**config.mk**
```make
export PLATFORM = sky130hd
export DESIGN_NAME = moxie_wb_arbiter_flat
export DESIGN_NICKNAME = d
export VERILOG_FILES = /design/src/rtl/moxie_wb_arbiter_if.sv /design/src/rtl/moxie_wb_arbiter.sv /design/src/flat_wrapper.sv
export SDC_FILE = /design/constraint.sdc
export NUM_CORES = 1
export LEC_CHECK = 0
export ABC_AREA = 1
export BUFFER_PORTS_ARGS = -buffer_cell sky130_fd_sc_hd__buf_2
export CAP_MARGIN = 20
export CORE_AREA = 2 2 84 86
export DETAILED_ROUTE_END_ITERATION = 10
export DIE_AREA = 0 0 86 88
export GPL_ROUTABILITY_DRIVEN = 0
export HOLD_SLACK_MARGIN = 0.06
export PLACE_DENSITY = 0.64
export RECOVER_POWER = 25
export SLEW_MARGIN = 20
export SYNTH_ARGS = -nofsm -noshare
export SYNTH_HDL_FRONTEND = slang
export SYNTH_SLANG_ARGS = --single-unit
```
**constraint.sdc**
```tcl
create_clock -name clk_i -period 1.65 [get_ports clk_i]
set_clock_uncertainty 0.15 [all_clocks]
set_input_delay 0.2475 -clock clk_i [delete_from_list [all_inputs] [get_ports clk_i]]
set_output_delay 0.2475 -clock clk_i [all_outputs]
set_load 0.005 [all_outputs]
```
**src/rtl/moxie_wb_arbiter_if.sv**
```systemverilog
// Bus bundle around the two-master / one-slave Wishbone arbiter.
// The slave modport is the arbiter's view. The master modport is the
// surrounding system: the two requesting masters plus the shared slave.
interface moxie_wb_arbiter_if;
    logic [31:0] m0_adr_i;
    logic [15:0] m0_dat_i;
    logic [15:0] m0_dat_o;
    logic [1:0]  m0_sel_i;
    logic        m0_we_i;
    logic        m0_cyc_i;
    logic        m0_stb_i;
    logic        m0_ack_o;
    logic        m0_err_o;

    logic [31:0] m1_adr_i;
    logic [15:0] m1_dat_i;
    logic [15:0] m1_dat_o;
    logic [1:0]  m1_sel_i;
    logic        m1_we_i;
    logic        m1_cyc_i;
    logic        m1_stb_i;
    logic        m1_ack_o;
    logic        m1_err_o;

    logic [31:0] s_adr_o;
    logic [15:0] s_dat_o;
    logic [15:0] s_dat_i;
    logic [1:0]  s_sel_o;
    logic        s_we_o;
    logic        s_cyc_o;
    logic        s_stb_o;
    logic        s_ack_i;
    logic        s_err_i;

    logic [1:0]  gnt_o;

    modport slave (
        input  m0_adr_i, m0_dat_i, m0_sel_i, m0_we_i, m0_cyc_i, m0_stb_i,
        output m0_dat_o, m0_ack_o, m0_err_o,
        input  m1_adr_i, m1_dat_i, m1_sel_i, m1_we_i, m1_cyc_i, m1_stb_i,
        output m1_dat_o, m1_ack_o, m1_err_o,
        output s_adr_o, s_dat_o, s_sel_o, s_we_o, s_cyc_o, s_stb_o,
        input  s_dat_i, s_ack_i, s_err_i,
        output gnt_o
    );

    modport master (
        output m0_adr_i, m0_dat_i, m0_sel_i, m0_we_i, m0_cyc_i, m0_stb_i,
        input  m0_dat_o, m0_ack_o, m0_err_o,
        output m1_adr_i, m1_dat_i, m1_sel_i, m1_we_i, m1_cyc_i, m1_stb_i,
        input  m1_dat_o, m1_ack_o, m1_err_o,
        input  s_adr_o, s_dat_o, s_sel_o, s_we_o, s_cyc_o, s_stb_o,
        output s_dat_i, s_ack_i, s_err_i,
        input  gnt_o
    );
endinterface

```
**src/rtl/moxie_wb_arbiter.sv**
```systemverilog
// Two-master Wishbone arbiter: registered grant held for the owner's whole
// cycle, fixed or round-robin priority, and a strobe watchdog that answers
// a stalled owner with a single err pulse.
module moxie_wb_arbiter #(
    parameter bit FIXED_PRIO = 1'b0,
    parameter int TO_WIDTH   = 8,
    parameter int TIMEOUT    = 255
) (
    input logic             clk_i,
    input logic             rst_i,
    moxie_wb_arbiter_if.slave wb
);
    typedef enum logic [1:0] {
        IDLE = 2'd0,
        GNT0 = 2'd1,
        GNT1 = 2'd2
    } state_t;

    localparam bit                TO_EN  = (TIMEOUT != 0);
    localparam logic [TO_WIDTH-1:0] TO_LIM = TO_WIDTH'(TIMEOUT);

    state_t              state_q, state_d;
    logic                last_q, last_d;      // index of the previous owner
    logic [TO_WIDTH-1:0] to_cnt_q, to_cnt_d;

    logic        gnt0, gnt1;
    logic [31:0] own_adr;
    logic [15:0] own_dat;
    logic [1:0]  own_sel;
    logic        own_we, own_cyc, own_stb;
    logic        stb_raw, to_fire, s_stb;

    assign gnt0 = (state_q == GNT0);
    assign gnt1 = (state_q == GNT1);

    // Grant, last-owner and watchdog registers; reset leaves master 0 favoured.
    always_ff @(posedge clk_i or posedge rst_i) begin
        if (rst_i) begin
            state_q  <= IDLE;
            last_q   <= 1'b1;
            to_cnt_q <= '0;
        end else begin
            state_q  <= state_d;
            last_q   <= last_d;
            to_cnt_q <= to_cnt_d;
        end
    end

    // Next grant: arbitrate only from IDLE, release on the owner's cyc drop.
    always_comb begin
        state_d = state_q;
        last_d  = last_q;
        case (state_q)
            IDLE: begin
                if (wb.m0_cyc_i && wb.m1_cyc_i) begin
                    // last_q = 1 means master 1 had the bus last, so 0 goes next
                    state_d = (FIXED_PRIO || last_q) ? GNT0 : GNT1;
                end else if (wb.m0_cyc_i) begin
                    state_d = GNT0;
                end else if (wb.m1_cyc_i) begin
                    state_d = GNT1;
                end
            end
            GNT0: begin
                if (!wb.m0_cyc_i) begin
                    state_d = IDLE;
                    last_d  = 1'b0;
                end
            end
            GNT1: begin
                if (!wb.m1_cyc_i) begin
                    state_d = IDLE;
                    last_d  = 1'b1;
                end
            end
            default: state_d = IDLE;
        endcase
    end

    // Owner mux toward the slave and the watchdog decision.
    always_comb begin
        own_adr = '0;
        own_dat = '0;
        own_sel = '0;
        own_we  = 1'b0;
        own_cyc = 1'b0;
        own_stb = 1'b0;
        if (gnt0) begin
            own_adr = wb.m0_adr_i;
            own_dat = wb.m0_dat_i;
            own_sel = wb.m0_sel_i;
            own_we  = wb.m0_we_i;
            own_cyc = wb.m0_cyc_i;
            own_stb = wb.m0_stb_i;
        end else if (gnt1) begin
            own_adr = wb.m1_adr_i;
            own_dat = wb.m1_dat_i;
            own_sel = wb.m1_sel_i;
            own_we  = wb.m1_we_i;
            own_cyc = wb.m1_cyc_i;
            own_stb = wb.m1_stb_i;
        end
        stb_raw = own_stb & own_cyc;
        // A slave ack/err in the firing cycle wins over the timeout.
        to_fire = TO_EN && stb_raw && (to_cnt_q == TO_LIM)
                  && !wb.s_ack_i && !wb.s_err_i;
        s_stb   = stb_raw & ~to_fire;
        if (!TO_EN || (state_q == IDLE) || !s_stb || wb.s_ack_i || wb.s_err_i)
            to_cnt_d = '0;
        else
            to_cnt_d = to_cnt_q + 1'b1;
    end

    assign wb.s_adr_o = own_adr;
    assign wb.s_dat_o = own_dat;
    assign wb.s_sel_o = own_sel;
    assign wb.s_we_o  = own_we;
    assign wb.s_cyc_o = own_cyc;
    assign wb.s_stb_o = s_stb;

    assign wb.m0_dat_o = wb.s_dat_i;
    assign wb.m1_dat_o = wb.s_dat_i;
    assign wb.m0_ack_o = wb.s_ack_i & gnt0 & wb.m0_stb_i;
    assign wb.m1_ack_o = wb.s_ack_i & gnt1 & wb.m1_stb_i;
    assign wb.m0_err_o = (wb.s_err_i | to_fire) & gnt0 & wb.m0_stb_i;
    assign wb.m1_err_o = (wb.s_err_i | to_fire) & gnt1 & wb.m1_stb_i;

    assign wb.gnt_o = {gnt1, gnt0};
endmodule

```
**src/flat_wrapper.sv**
```systemverilog
// flat-port wrapper written by rule: the top's interface ports become plain ports
module moxie_wb_arbiter_flat 
#(
    parameter bit FIXED_PRIO = 1'b0,
    parameter int TO_WIDTH   = 8,
    parameter int TIMEOUT    = 255
)
  (clk_i, rst_i, wb_m0_adr_i, wb_m0_dat_i, wb_m0_sel_i, wb_m0_we_i, wb_m0_cyc_i, wb_m0_stb_i, wb_m0_dat_o, wb_m0_ack_o, wb_m0_err_o, wb_m1_adr_i, wb_m1_dat_i, wb_m1_sel_i, wb_m1_we_i, wb_m1_cyc_i, wb_m1_stb_i, wb_m1_dat_o, wb_m1_ack_o, wb_m1_err_o, wb_s_adr_o, wb_s_dat_o, wb_s_sel_o, wb_s_we_o, wb_s_cyc_o, wb_s_stb_o, wb_s_dat_i, wb_s_ack_i, wb_s_err_i, wb_gnt_o);
  moxie_wb_arbiter_if wb_i ();
  input logic clk_i;
  input logic rst_i;
  input wire logic [$bits(wb_i.m0_adr_i)-1:0] wb_m0_adr_i;
  input wire logic [$bits(wb_i.m0_dat_i)-1:0] wb_m0_dat_i;
  input wire logic [$bits(wb_i.m0_sel_i)-1:0] wb_m0_sel_i;
  input wire logic [$bits(wb_i.m0_we_i)-1:0] wb_m0_we_i;
  input wire logic [$bits(wb_i.m0_cyc_i)-1:0] wb_m0_cyc_i;
  input wire logic [$bits(wb_i.m0_stb_i)-1:0] wb_m0_stb_i;
  output wire logic [$bits(wb_i.m0_dat_o)-1:0] wb_m0_dat_o;
  output wire logic [$bits(wb_i.m0_ack_o)-1:0] wb_m0_ack_o;
  output wire logic [$bits(wb_i.m0_err_o)-1:0] wb_m0_err_o;
  input wire logic [$bits(wb_i.m1_adr_i)-1:0] wb_m1_adr_i;
  input wire logic [$bits(wb_i.m1_dat_i)-1:0] wb_m1_dat_i;
  input wire logic [$bits(wb_i.m1_sel_i)-1:0] wb_m1_sel_i;
  input wire logic [$bits(wb_i.m1_we_i)-1:0] wb_m1_we_i;
  input wire logic [$bits(wb_i.m1_cyc_i)-1:0] wb_m1_cyc_i;
  input wire logic [$bits(wb_i.m1_stb_i)-1:0] wb_m1_stb_i;
  output wire logic [$bits(wb_i.m1_dat_o)-1:0] wb_m1_dat_o;
  output wire logic [$bits(wb_i.m1_ack_o)-1:0] wb_m1_ack_o;
  output wire logic [$bits(wb_i.m1_err_o)-1:0] wb_m1_err_o;
  output wire logic [$bits(wb_i.s_adr_o)-1:0] wb_s_adr_o;
  output wire logic [$bits(wb_i.s_dat_o)-1:0] wb_s_dat_o;
  output wire logic [$bits(wb_i.s_sel_o)-1:0] wb_s_sel_o;
  output wire logic [$bits(wb_i.s_we_o)-1:0] wb_s_we_o;
  output wire logic [$bits(wb_i.s_cyc_o)-1:0] wb_s_cyc_o;
  output wire logic [$bits(wb_i.s_stb_o)-1:0] wb_s_stb_o;
  input wire logic [$bits(wb_i.s_dat_i)-1:0] wb_s_dat_i;
  input wire logic [$bits(wb_i.s_ack_i)-1:0] wb_s_ack_i;
  input wire logic [$bits(wb_i.s_err_i)-1:0] wb_s_err_i;
  output wire logic [$bits(wb_i.gnt_o)-1:0] wb_gnt_o;
  assign wb_i.m0_adr_i = wb_m0_adr_i;
  assign wb_i.m0_dat_i = wb_m0_dat_i;
  assign wb_i.m0_sel_i = wb_m0_sel_i;
  assign wb_i.m0_we_i = wb_m0_we_i;
  assign wb_i.m0_cyc_i = wb_m0_cyc_i;
  assign wb_i.m0_stb_i = wb_m0_stb_i;
  assign wb_m0_dat_o = wb_i.m0_dat_o;
  assign wb_m0_ack_o = wb_i.m0_ack_o;
  assign wb_m0_err_o = wb_i.m0_err_o;
  assign wb_i.m1_adr_i = wb_m1_adr_i;
  assign wb_i.m1_dat_i = wb_m1_dat_i;
  assign wb_i.m1_sel_i = wb_m1_sel_i;
  assign wb_i.m1_we_i = wb_m1_we_i;
  assign wb_i.m1_cyc_i = wb_m1_cyc_i;
  assign wb_i.m1_stb_i = wb_m1_stb_i;
  assign wb_m1_dat_o = wb_i.m1_dat_o;
  assign wb_m1_ack_o = wb_i.m1_ack_o;
  assign wb_m1_err_o = wb_i.m1_err_o;
  assign wb_s_adr_o = wb_i.s_adr_o;
  assign wb_s_dat_o = wb_i.s_dat_o;
  assign wb_s_sel_o = wb_i.s_sel_o;
  assign wb_s_we_o = wb_i.s_we_o;
  assign wb_s_cyc_o = wb_i.s_cyc_o;
  assign wb_s_stb_o = wb_i.s_stb_o;
  assign wb_i.s_dat_i = wb_s_dat_i;
  assign wb_i.s_ack_i = wb_s_ack_i;
  assign wb_i.s_err_i = wb_s_err_i;
  assign wb_gnt_o = wb_i.gnt_o;
  moxie_wb_arbiter #(.FIXED_PRIO(FIXED_PRIO), .TO_WIDTH(TO_WIDTH), .TIMEOUT(TIMEOUT)) u_core (.clk_i(clk_i), .rst_i(rst_i), .wb(wb_i));
endmodule
```
Word level (Yosys, flattened, before mapping)
Cells that the tools add are included.
W data, S select, Z words.
- add/sub/neg operators: 1
- equal/unequal tests: 6
- muxes and demuxes: 23
- bitwise gates (word level): 12
- reductions and logical operators: 14
- operator list (operator ; number):
    $mux W32 ; 2
    $mux W16 ; 2
    $mux W2 ; 8
    $and A1 B1 Y1 ; 10
    $add A8 B1 Y8 const B ; 1
    $eq A8 B8 Y1 const B ; 1
    $mux W1 ; 8
    $mux W8 ; 1
    $pmux W2 S3 ; 1
    $reduce_and A3 Y1 ; 2
    $logic_and A1 B1 Y1 ; 4
    $ne A2 B2 Y1 const B ; 2
    $ne A4 B3 Y1 const B ; 1
    $logic_not A1 Y1 ; 3
    $logic_or A1 B1 Y1 ; 3
    $eq A2 B1 Y1 const B ; 1
    $eq A2 B2 Y1 const B ; 1
    $logic_not A2 Y1 ; 1
    $pmux W1 S2 ; 1
    $reduce_bool A2 Y1 ; 1
    $not A1 Y1 ; 1
    $or A1 B1 Y1 ; 1
- register bits after elaboration: 11
- output and inout bits: 91
- word-level logic and storage cells: 59

Logic depth before layout (Yosys ltp)
- word-level depth: 14
- gate-level depth with buffers: 7

Worst setup path before layout
Ideal clock, no wire load.
- path kind: flip-flop to output port
- start point: register u_core.to_cnt_q[0]
- end point: output port wb_m0_err_o
- arrival time: 1097 ps
- path slack: 155 ps
- cell stages (with the launch flop): 6
- path buffers: 0
- cells stage by stage: dfrtp_1 > ha_1 > inv_1 > nor3_2 > nand4_1 > a21oi_1
- longest elaborated chain between the ends: 7
- ends and longest elaborated chain (item ; line ; text):
    start: declaration ; moxie_wb_arbiter.sv:24 ; logic [TO_WIDTH-1:0] to_cnt_q, to_cnt_d;
    start signal: assignment ; moxie_wb_arbiter.sv:45 ; to_cnt_q <= to_cnt_d;
    $eq A8 B8 Y1 ; moxie_wb_arbiter.sv:105 ; to_fire = TO_EN && stb_raw && (to_cnt_q == TO_LIM)
    $logic_and A1 B1 Y1 ; moxie_wb_arbiter.sv:105 ;
    $logic_and A1 B1 Y1 (2 in a row) ; moxie_wb_arbiter.sv:106 ; && !wb.s_ack_i && !wb.s_err_i;
    $or A1 B1 Y1 ; moxie_wb_arbiter.sv:125 ; assign wb.m0_err_o = (wb.s_err_i | to_fire) & gnt0 & wb.m0_stb_i;
    $and A1 B1 Y1 (2 in a row) ; moxie_wb_arbiter.sv:125 ;
    end: declaration ; flat_wrapper.sv:20 ; output wire logic [$bits(wb_i.m0_err_o)-1:0] wb_m0_err_o;
Every way passes these cells.

Worst setup path in the final report
Ends and elaborated chain as after synthesis.

==> flow_summary.ini <==
[status]
outcome = finished, violations left
failed_checks = negative setup slack

[setup_path]
crit_type = flop to output pin
cp_cell_sequence = ha_2 > inv_2 > nor3_4 > nand4_1 > a21oi_1 > buf_2
critPathBufInv = 2
critPathMaxStageDelay_ns = 0.37
critPathTopFamily = flip-flops
critPathSlowestCell = dfrtp_1
cp-end-kind = output pin
cp-start-kind = flop
worstPathRequired_ns = 1.25
path_max_fanout = 3
critPathArrivalTime_ns = 1.39

[global_routing]
grt_pass1_vias = 1710
gr-total-overflow = 0
grt_pass1_wl_um = 8550
antenna_found_initial = 0
grt_usage = 0.144
grt_max_degree = 54

[cells_and_area]
syn_to_final_growth_pct = 56.4
design_area_um2 = 2270
n_fill_cell = 724
final_cell_mix = 164 x buf_2, 51 x a22o_1, 13 x nand2_1
drive_above_1_share = 0.645
final_common_cell = buf_2
nets = 438
utilization = 0.342

[synth]
yosysTopAreaCell = a22o_1
ys_seq_area_frac = 0.191
synth.top_cell.area_share = 0.308
avgSynthCellArea_um2 = 8.44
syn_nets = 299
netlist_instances = 172
synth_area_leaders = a22o_1 31%, buf_4 18%, dfrtp_1 17%
yosys_warnings = 0
syn_area_um2 = 1450
ys_types = 27
ys_seq_elements = 11

[floorplanning]
die_w_um = 86
die_area_um2 = 7570
num_rows = 30
core_um2 = 6640
die_h_um = 88
initial_utilization = 0.218
ios = 217

[clock_network]
clk_path_buf_depth = 2
clock_sinks = 11
htreeDepth = 1
cts-buffers-inserted = 3
clock_latency_ns = 0.24
cts_root_buf = clkbuf_8
cts_tree = yes
clk_pin_slew_ns = 0.05

[timing]
fin_crit_ns = 1.78
fin_hold_ws_ns = 0.110
setup_ws_ns = -0.134
rsz0062_at_grt = true
max-slew-margin-rel = 0.714
post-route-period-util = 1.08
max_freq_mhz = 561
finalMaxSlewViolations = 0
finalSetupTns_ns = -5.96
finalSetupViolations = 54
finalHoldViolCount = 0
tightestPinTransition_ns = 0.429

[detailed_routing]
routed_wl_um = 6120
drc_errors = 0
post_drt_wl_per_cell_um = 15.7
drt-initial-drc-count = 19
vias = 1792
drtPass1Iterations = 4
drtAntennaViolNets = 0
via_per_inst = 4.58

[pwr]
leakage_uw = 0.00130
vdd_drop_max_mv = 0.446
powerDensity_nw_per_um2 = 759

[hold_path]
min_path_type = input pin to flop

[place]
numPortBuffers = 168
hpwl_um = 4690
placed_cell_area_um2 = 2090

[run]
cap_viol_max_count = 0
layout make-up:
type	instances	area, um2	area share
inverters	12	50.0	0.0221
repair buffers	179	1010	0.447
multi-input cells	104	777	0.342
flip-flops and latches	11	280	0.123
clock buffers	4	45.0	0.0198
diodes	1	2.50	0.00110
well taps	80	100	0.0441
registers in the layout, summed over array words and instances, names as in the netlist:
signal / cells
u_core.to_cnt_q: 8
u_core.state_q: 2
u_core.last_q: 1
stage by stage:
step,setup slack (ns),total power (uW),cells
6_report,-0.134,1720,391
5_1_grt,-0.264,1850,390
4_1_cts,-0.188,1700,389
3_5_place_dp,0.0423,1340,381
3_3_place_gp,0.0701,1330,381
2_1_floorplan,0.155,978,172
path summary, 6_finish.rpt:
kind	start	endpoint	slack, ns	cells past startpoint
max in group asynchronous	rst_i	u_core.last_q	0.62	3
hold / removal	wb_m0_cyc_i	u_core.state_q[1]	0.11	2
hold reg to reg	u_core.to_cnt_q[0]	u_core.to_cnt_q[0]	0.32	1
setup reg to reg	u_core.to_cnt_q[0]	u_core.to_cnt_q[3]	0.27	6
setup / recovery	u_core.to_cnt_q[0]	wb_m0_err_o	-0.13	6
min in group asynchronous	rst_i	u_core.to_cnt_q[5]	0.40	3
where the power goes:
| part | leakage [uW] | internal, uW | switching (uW) | total (uW) |
|---|---|---|---|---|
| logic | 0.00114 | 607 | 517 | 1120 |
| clock network | 0.0000228 | 169 | 95.3 | 264 |
| registers | 0.000143 | 305 | 29.9 | 334 |
| total | 0.00130 | 1080 | 642 | 1720 |
Yosys cell counts:
cell type and n:
inv_1 9, o311a_2 1, a31oi_1 1, a22o_1 51, clkbuf_1 1, nand2_1 14, nand4_4 1, nand4_1 2
a21oi_1 2, buf_6 10, nor2_1 13, nor3_1 1, dfstp_2 1, o31ai_1 1, xor2_1 1, xnor2_1 3
nand3_2 1, dfrtp_1 10, and3_1 1, ha_1 1, inv_2 3, nor2_4 2, nand2_2 1, buf_4 34
nand3_1 5, nor3_2 1, a311oi_1 1
timing repair:
item                                   4_1_cts  5_1_grt
gates resized for setup                      8       10
endpoints found under the hold margin       10        0
gates cloned                                 1        1
buffers inserted                             2        0
setup endpoints to repair                   57       57
hold buffers                                 1        0
pin swaps                                    2        3
kinds of logic (layout without fill, tap and decap cells):
logic type	after synthesis	after routing	share of synthesized area
AO/OA/AOI/OAI	57	57	0.338
XOR/XNOR	4	4	0.0241
adder cells (fa/ha/maj)	1	1	0.00862
flip-flops	11	11	0.191
other	0	1	0
AND/OR/NAND/NOR	42	42	0.152
buffers and inverters	57	195	0.287
routing by layer:
metal,vias up,track usage,share of wire
li1,869,-,-
met1,813,0.182,0.44
met2,104,0.237,0.45
met3,6,0.0434,0.085
met4,0,0.0433,0.021
met5,-,0,0
(Power assumes the default switching activity.)
